## src/rtl/hazard_ctrl.sv

```systemverilog
`default_nettype none
// ============================================================================
//  Module      : hazard_ctrl
//  Description : Hazard and sequencing controller for a 5-stage RV32I pipeline.
//                Drives the forwarding selects, the load-use stall, the flush
//                on a taken branch, the dmem wait stall with timeout, and the
//                saturating stall/flush performance counters.
//  Revision    : 1.0 - initial release
// ============================================================================
module hazard_ctrl #(
  parameter int CNT_W       = 32,
  parameter int MEM_TIMEOUT = 16
) (
  input  logic             clock,
  input  logic             reset,      // synchronous, active low
  input  logic [4:0]       rs1_d,
  input  logic [4:0]       rs2_d,
  input  logic             use_rs1_d,
  input  logic             use_rs2_d,
  input  logic [4:0]       rs1_x,
  input  logic [4:0]       rs2_x,
  input  logic [4:0]       rd_x,
  input  logic [4:0]       rd_m,
  input  logic [4:0]       rd_w,
  input  logic             regwen_x,
  input  logic             regwen_m,
  input  logic             regwen_w,
  input  logic             load_x,
  input  logic             br_taken_x,
  input  logic             mem_req_m,
  input  logic             mem_ready,
  output logic             stall_f,
  output logic             stall_d,
  output logic             flush_d,
  output logic             bubble_x,
  output logic             hold_xm,
  output logic [1:0]       fwd_a_sel,
  output logic [1:0]       fwd_b_sel,
  output logic             mem_err,
  output logic [CNT_W-1:0] stall_cnt,
  output logic [CNT_W-1:0] flush_cnt
);

  // Wide enough to hold MEM_TIMEOUT itself.
  localparam int c_WAIT_W = $clog2(MEM_TIMEOUT + 1);
  // The entry cycle in RUN is the first stall cycle, so the last permitted
  // wait cycle is reached when the counter shows MEM_TIMEOUT-1 elapsed cycles.
  localparam logic [c_WAIT_W-1:0] c_WAIT_LAST = c_WAIT_W'(MEM_TIMEOUT - 1);

  typedef enum logic [0:0] {
    S_RUN      = 1'b0,
    S_MEM_WAIT = 1'b1
  } state_t;

  state_t              r_state;
  state_t              w_state_nxt;
  logic [c_WAIT_W-1:0] r_wait_cnt;
  logic [c_WAIT_W-1:0] w_wait_nxt;
  logic                w_err_set;
  logic                w_load_use;
  logic                r_mem_err;
  logic [CNT_W-1:0]    r_stall_cnt;
  logic [CNT_W-1:0]    r_flush_cnt;

  // Pick the youngest in-flight producer of a source register; x0 never forwards.
  function automatic logic [1:0] fwd_sel(input logic [4:0] rs,
                                         input logic       wen_m, input logic [4:0] dst_m,
                                         input logic       wen_w, input logic [4:0] dst_w);
    if (wen_m && (dst_m != 5'd0) && (dst_m == rs))      return 2'b10;
    else if (wen_w && (dst_w != 5'd0) && (dst_w == rs)) return 2'b01;
    else                                                return 2'b00;
  endfunction

  // Forwarding selects for the two ALU operand muxes, forced to 00 in reset.
  always_comb begin
    fwd_a_sel = 2'b00;
    fwd_b_sel = 2'b00;
    if (reset) begin
      fwd_a_sel = fwd_sel(rs1_x, regwen_m, rd_m, regwen_w, rd_w);
      fwd_b_sel = fwd_sel(rs2_x, regwen_m, rd_m, regwen_w, rd_w);
    end
  end

  assign w_load_use = load_x && regwen_x && (rd_x != 5'd0) &&
                      ((use_rs1_d && (rs1_d == rd_x)) || (use_rs2_d && (rs2_d == rd_x)));

  // Next-state, wait-counter and pipeline-control decode.
  always_comb begin
    w_state_nxt = r_state;
    w_wait_nxt  = r_wait_cnt;
    w_err_set   = 1'b0;
    stall_f     = 1'b0;
    stall_d     = 1'b0;
    flush_d     = 1'b0;
    bubble_x    = 1'b0;
    hold_xm     = 1'b0;
    if (reset) begin
      case (r_state)
        S_RUN: begin
          if (mem_req_m && !mem_ready) begin
            stall_f     = 1'b1;
            stall_d     = 1'b1;
            hold_xm     = 1'b1;
            w_state_nxt = S_MEM_WAIT;
            w_wait_nxt  = c_WAIT_W'(1);
          end else if (br_taken_x) begin
            flush_d  = 1'b1;
            bubble_x = 1'b1;
          end else if (w_load_use) begin
            stall_f  = 1'b1;
            stall_d  = 1'b1;
            bubble_x = 1'b1;
          end
        end
        S_MEM_WAIT: begin
          // Stall holds through the cycle in which mem_ready rises.
          stall_f = 1'b1;
          stall_d = 1'b1;
          hold_xm = 1'b1;
          if (mem_ready) begin
            w_state_nxt = S_RUN;
            w_wait_nxt  = '0;
          end else if (r_wait_cnt == c_WAIT_LAST) begin
            // Abandon the access; a pending branch in X is taken up in RUN.
            w_err_set   = 1'b1;
            w_state_nxt = S_RUN;
            w_wait_nxt  = '0;
          end else begin
            w_wait_nxt = r_wait_cnt + c_WAIT_W'(1);
          end
        end
        default: begin
          w_state_nxt = S_RUN;
          w_wait_nxt  = '0;
        end
      endcase
    end
  end

  // State register and wait counter.
  always_ff @(posedge clock) begin
    if (!reset) begin
      r_state    <= S_RUN;
      r_wait_cnt <= '0;
    end else begin
      r_state    <= w_state_nxt;
      r_wait_cnt <= w_wait_nxt;
    end
  end

  // Sticky timeout flag and saturating performance counters.
  always_ff @(posedge clock) begin
    if (!reset) begin
      r_mem_err   <= 1'b0;
      r_stall_cnt <= '0;
      r_flush_cnt <= '0;
    end else begin
      if (w_err_set) r_mem_err <= 1'b1;
      if (stall_f && (r_stall_cnt != {CNT_W{1'b1}}))
        r_stall_cnt <= r_stall_cnt + CNT_W'(1);
      if (flush_d && (r_flush_cnt != {CNT_W{1'b1}}))
        r_flush_cnt <= r_flush_cnt + CNT_W'(1);
    end
  end

  assign mem_err   = r_mem_err;
  assign stall_cnt = r_stall_cnt;
  assign flush_cnt = r_flush_cnt;

endmodule
`default_nettype wire

```

## config.mk

```make
export PLATFORM = sky130hd
export DESIGN_NAME = hazard_ctrl
export DESIGN_NICKNAME = d
export VERILOG_FILES = /design/src/rtl/hazard_ctrl.sv
export SDC_FILE = /design/constraint.sdc
export NUM_CORES = 1
export LEC_CHECK = 0
export CAP_MARGIN = 20
export CORE_ASPECT_RATIO = 1.2
export CORE_UTILIZATION = 45
export DETAILED_ROUTE_END_ITERATION = 7
export DONT_BUFFER_PORTS = 1
export HOLD_SLACK_MARGIN = 0.15
export PLACE_DENSITY = 0.63
export SLEW_MARGIN = 20
export SYNTH_ARGS = -nofsm -noshare
export SYNTH_HDL_FRONTEND = slang
export SYNTH_SLANG_ARGS = --single-unit
```

## constraint.sdc

```tcl
create_clock -name clock -period 2.7 [get_ports clock]
set_input_delay 0.135 -clock clock [delete_from_list [all_inputs] [get_ports clock]]
set_output_delay 0.135 -clock clock [all_outputs]
set_load 0.1 [all_outputs]
```

Word level (Yosys, flattened, before mapping)
Cells that the tools add are included.
{"block": "totals", "regBits": 71, "latchBits": 0, "mem_bits_rw": 0, "mem_bits_ro": 0, "in_bits": 46, "output_inout_bits": 74, "mem_count": 0}
{"block": "op_classes", "n_addsub": 3, "n_mul": 0, "div": 0, "order_cmp": 0, "n_eq_ne": 10, "n_shift": 0, "muxes": 33, "n_bitwise": 1, "reduce_logical": 19}
{"operator": "32-bit by 1-bit adder with 32-bit output (second input constant)", "n": 2}
{"operator": "32-bit != test (second input constant)", "n": 2}
{"operator": "5-bit == test", "n": 6}
{"operator": "1-bit 2-to-1 mux", "n": 22}
{"operator": "5-bit 2-to-1 mux", "n": 3}
{"operator": "5-bit nonzero test", "n": 3}
{"operator": "1-bit logical AND", "n": 14}
{"operator": "5-bit case mux with 2 select lines", "n": 1}
{"operator": "2-bit 2-to-1 mux", "n": 4}
{"operator": "1-bit case mux with 2 select lines", "n": 3}
{"operator": "5-bit by 1-bit adder with 5-bit output (second input constant)", "n": 1}
{"operator": "5-bit by 4-bit == test with 1-bit output (second input constant)", "n": 1}
{"operator": "2-bit != test (second input constant)", "n": 1}
{"operator": "1-bit zero test", "n": 1}
{"operator": "1-bit logical OR", "n": 1}
{"operator": "1-bit inverter", "n": 1}

Depth between registers and ports, before layout
{"block": "depth", "word_depth": 10, "ltp_mapped": 9, "depth_no_buf": 7}

Worst setup path after synthesis
OpenSTA, ideal clock, no wires.
{"block": "synth_timing", "kind": "input to output", "startpoint": "input rd_m[1]", "endpoint": "output fwd_a_sel[0]", "arrival_time_ns": 3.877, "required_time_ns": 2.565, "setup_slack_ns": -1.312, "path_stages": 4, "cell_sequence": "or4_1 o21ai_0 nor4_1 nor4_1"}
{"block": "synth_via", "elab_chain_len": 5, "word_cells_on_any_way": 6, "cone_classes": "eq/ne: 1; mux: 2; reduce/logical: 3"}
{"item": "from (decl)", "line_no": "23", "source": "input logic [4:0] rd_m,"}
{"item": "5-bit nonzero test", "line_no": "69", "source": "if (wen_m && (dst_m != 5'd0) && (dst_m == rs)) return 2'b10;"}
{"item": "1-bit logical AND", "line_no": "69"}
{"item": "1-bit logical AND (*)", "line_no": "69"}
{"item": "2-bit 2-to-1 mux (*)", "line_no": "69"}
{"item": "2-bit 2-to-1 mux (*)", "line_no": "78", "source": "if (reset) begin"}
{"item": "to (decl)", "line_no": "37", "source": "output logic [1:0] fwd_a_sel,"}
Every way passes the cells marked *; elsewhere a longest branch is shown, timed or not.

Final worst setup path
{"block": "layout_timing", "startpoint": "register r_state", "endpoint": "register r_stall_cnt[25] (netlist: stall_cnt[25])"}
{"block": "layout_via", "elab_chain_len": 4}
{"item": "from (decl)", "line_no": "55", "source": "state_t r_state;"}
{"item": "from (signal assigned)", "line_no": "146", "source": "r_state <= w_state_nxt;"}
{"item": "1-bit inverter"}
{"item": "1-bit case mux with 2 select lines (*)", "line_no": "98", "source": "case (r_state)"}
{"item": "1-bit 2-to-1 mux (*)", "line_no": "97", "source": "if (reset) begin"}
{"item": "1-bit logical AND (*)", "line_no": "159", "source": "if (stall_f && (r_stall_cnt != {CNT_W{1'b1}}))"}
{"item": "to (signal assigned)", "line_no": "160", "source": "r_stall_cnt <= r_stall_cnt + CNT_W'(1);"}
{"item": "to (decl)", "line_no": "62", "source": "logic [CNT_W-1:0] r_stall_cnt;"}
Marks and branches as above.
A chain may end at the register's enable or synchronous reset.

==> reports/metrics.csv <==
stage,metric,value,unit
status,outcome,"finished, final reports clean",
logic_synthesis,"EDFF count, synth",0,
route,drt first pass iters,4,
floorplan,Die Wd,88.3,µm
setup_path,crit-path max FO,29,
logic_synthesis,synthesized area per cell,8.47,µm²
timing,setup TNS,0,ns
place,Setup WS pre-CTS,0.382,ns
setup_path,Worst Path Required,2.97,ns
global_routing,met2 Track Usage GR,0.400,
logic_synthesis,Post-Syn Area,0.00402,mm²
layout,antenna fix cells,0,
power,Leak Pwr,1.86,nW
logic_synthesis,main flop type after synthesis,dfxtp_1,
clock_network,H-tree Lvls,3,
global_routing,met1 usage,0.263,
timing,Tmin final,2.37,ns
logic_synthesis,top cell type's share of synthesized area,0.353,
floorplan,Die ar.,0.00933,mm²
floorplan,row cnt,37,
layout,Filler Cells Inserted,817,
clock_network,CTS Hold Bufs,6,
floorplan,core outline area,0.00861,mm²
route,Final ANT Viol Nets,0,
clock_network,PostCTS Resize Cnt,0,
place,post-DP HPWL,7.66,mm
clock_network,clock sinks,71,
floorplan,initial core utilization,0.467,
power,pwr dens,477,mW/mm²
global_routing,layer with the highest usage,met2,
floorplan,Die H,106,µm
route,vias per cell,5.60,
timing,Final Hold Fails,0,
timing,fmax,0.421,GHz
global_routing,gr usage total,0.230,
layout,FF+latch area,0.00143,mm²
floorplan,Top Ports,120,
route,initial DRC count,145,
global_routing,grt met3 use,0.0689,
timing,final worst path period share,0.879,
place,dpl cell area,0.00472,mm²
clock_network,clk buf depth,2,
setup_path,CP startpoint kind,flop,
power,Peak VDD IR,281,µV
timing,Tightest Pin Transition,0.612,ns
logic_synthesis,"FFs w/ async S/R, synth",0,
setup_path,Worst setup EP type,flop,
logic_synthesis,Synth Instances,475,
global_routing,largest net degree at the start of global routing,52,
global_routing,first-pass GRT wire length,17.2,mm
global_routing,total gr overflow,0,
logic_synthesis,synth warn,0,
route,# DRC,0,
layout,ratio of cells with drive above 1 in the final layout,0.233,
power,share of power burned in registers,0.437,
clock_network,worst-skew pair later-pin latency,0.35,ns
power,Psw,542,µW
logic_synthesis,sequential cell area fraction in the yosys report,0.353,
clock_network,postcts setup bufs,0,
clock_network,Worst-path clk slew,0.07,ns
layout,multi-input logic area,0.00249,mm²
place,Placer Congestion,0.841,
logic_synthesis,top-count cell post-synth,dfxtp_1,
power,Power Internal,1.87,mW
layout,post-route cell area,0.00506,mm²
logic_synthesis,most instantiated cells after synthesis,"dfxtp_1 (71), nand2_1 (48), nor2_1 (43)",
timing,Max transition margin,0.588,
clock_network,CTS tree,built,
timing,Slew Limit Fails,0,
timing,Worst Skew,0.00778,ns
logic_synthesis,"FF+latch count, synth",71,
logic_synthesis,post-synth cell types,63,
flow_run,max-cap viol count,0,
clock_network,root buf cell,clkbuf_8,
worst_hold_path,Hold Crit Class,in2reg,
logic_synthesis,top post-synthesis cells by area,"dfxtp_1 (35%), xnor2_1 (6.3%), xor2_1 (5.0%)",
setup_path,CP Class,reg2reg,
global_routing,vias in the first global route,3756,
power,Sw Share,0.224,
route,Vias,3780,
logic_synthesis,syn nets,524,
clock_network,CTS Buf Count,9,
layout,Area Overhead vs Synth,25.9,%
global_routing,initial antenna violation count,0,
layout,final net count,602,
power,Gate power share,0.079,
timing,post-route worst setup slack,0.325,ns
logic_synthesis,dominant cell type by area after synthesis,dfxtp_1,
setup_path,"Arr. time, crit path",2.64,ns
power,Clk pwr share,0.484,
route,final wirelength,10.4,mm
timing,Final Setup Violations,0,
power,Overall Power,2.42,mW
route,wire per inst,15.4,µm
timing,RSZ-0062 raised after global routing,no,
place,I/O Buffers,0,
==> sequential cells by signal, summed over array words and instances, names as in the netlist <==
signal and count:
flush_cnt 32, stall_cnt 32, r_wait_cnt 5, mem_err 1
r_state 1
==> layout make-up <==
cell class	count	share of cell area
tap	117	0.0289
sequential	71	0.283
clock inverter	5	0.0252
multi-input combinational	375	0.491
inverter	11	0.00889
timing repair buffer	85	0.133
clock buffer	11	0.0299
==> critical path, stage by stage (launching register included) <==
cell and delay [ns]:
dfxtp_1 0.49, o21ai_0 0.20, inv_1 0.12, a31o_1 0.23
nand3_2 0.45, or4_1 0.65, a21oi_1 0.17
==> per-stage QoR <==
stage / cells / hold WS [ns] / utilization
after CTS: 675 / 0.163 / 0.588
after global placement: 653 / 0.220 / 0.548
final: 675 / 0.192 / 0.588
after global routing: 675 / 0.225 / 0.588
after detailed placement: 653 / 0.224 / 0.548
after floorplan: 475 / 0.218 / -
==> layer usage <==
metal / part of all wire / vias up
li1: - / 1885
met1: 0.42 / 1782
met2: 0.50 / 104
met3: 0.069 / 9
met4: 0.012 / 0
met5: 0 / -
==> layout by cell type, fill, tap and decap left out, types with 3 or more instances in the layout <==
master / netlist / routed
a21oi_1: 24 / 24
and2_1: 4 / 4
and3_1: 6 / 6
buf_4: 4 / 78
bufinv_16: 0 / 4
clkbuf_8: 0 / 11
dfxtp_1: 71 / 62
dfxtp_2: 0 / 9
dlygate4sd3_1: 0 / 5
ha_1: 3 / 3
inv_1: 9 / 8
mux2i_1: 12 / 12
nand2_1: 48 / 48
nand2b_1: 9 / 9
nand3_1: 31 / 31
nand4_1: 16 / 16
nor2_1: 43 / 43
nor3_1: 12 / 11
nor3_2: 3 / 3
nor4_1: 8 / 6
nor4_4: 3 / 5
o211ai_1: 6 / 6
o21ai_0: 6 / 6
o21ai_1: 8 / 8
o31ai_1: 14 / 14
o41ai_1: 3 / 3
or3_1: 16 / 16
or4_1: 11 / 11
xnor2_1: 29 / 29
xor2_1: 23 / 23
==> logic make-up (layout without fill, tap and decap cells) <==
logic type                 after synthesis  in the layout  synth area share
AOI/OAI and AO/OA                       79             79             0.132
and+or+nand+nor                        229            229             0.323
DFF                                     71             71             0.353
adders and majority gates                3              3           0.00933
buffers and inverters                   29            112            0.0392
muxes                                   12             12            0.0299
xor gates and xnor gates                52             52             0.113
==> power by group through the flow <==
stage	logic, mW	clock network, mW	registers, mW
after floorplan	0.136	0	1.10
after global placement	0.172	0	1.08
after detailed placement	0.176	0	1.08
after CTS	0.193	1.19	1.06
after global routing	0.206	1.24	1.06
final	0.192	1.17	1.06
==> final timing paths <==
| path | endpoint | slack (ns) | depth (start not counted) | startpoint |
|---|---|---|---|---|
| worst max-delay path | stall_cnt[25] | 0.33 | 6 | r_state |
| worst max register to register | stall_cnt[25] | 0.33 | 6 | r_state |
| worst min register to register | r_wait_cnt[2] | 0.53 | 2 | r_wait_cnt[2] |
| worst min-delay path | r_wait_cnt[4] | 0.19 | 4 | mem_ready |
Power figures use the tool's default switching activity.
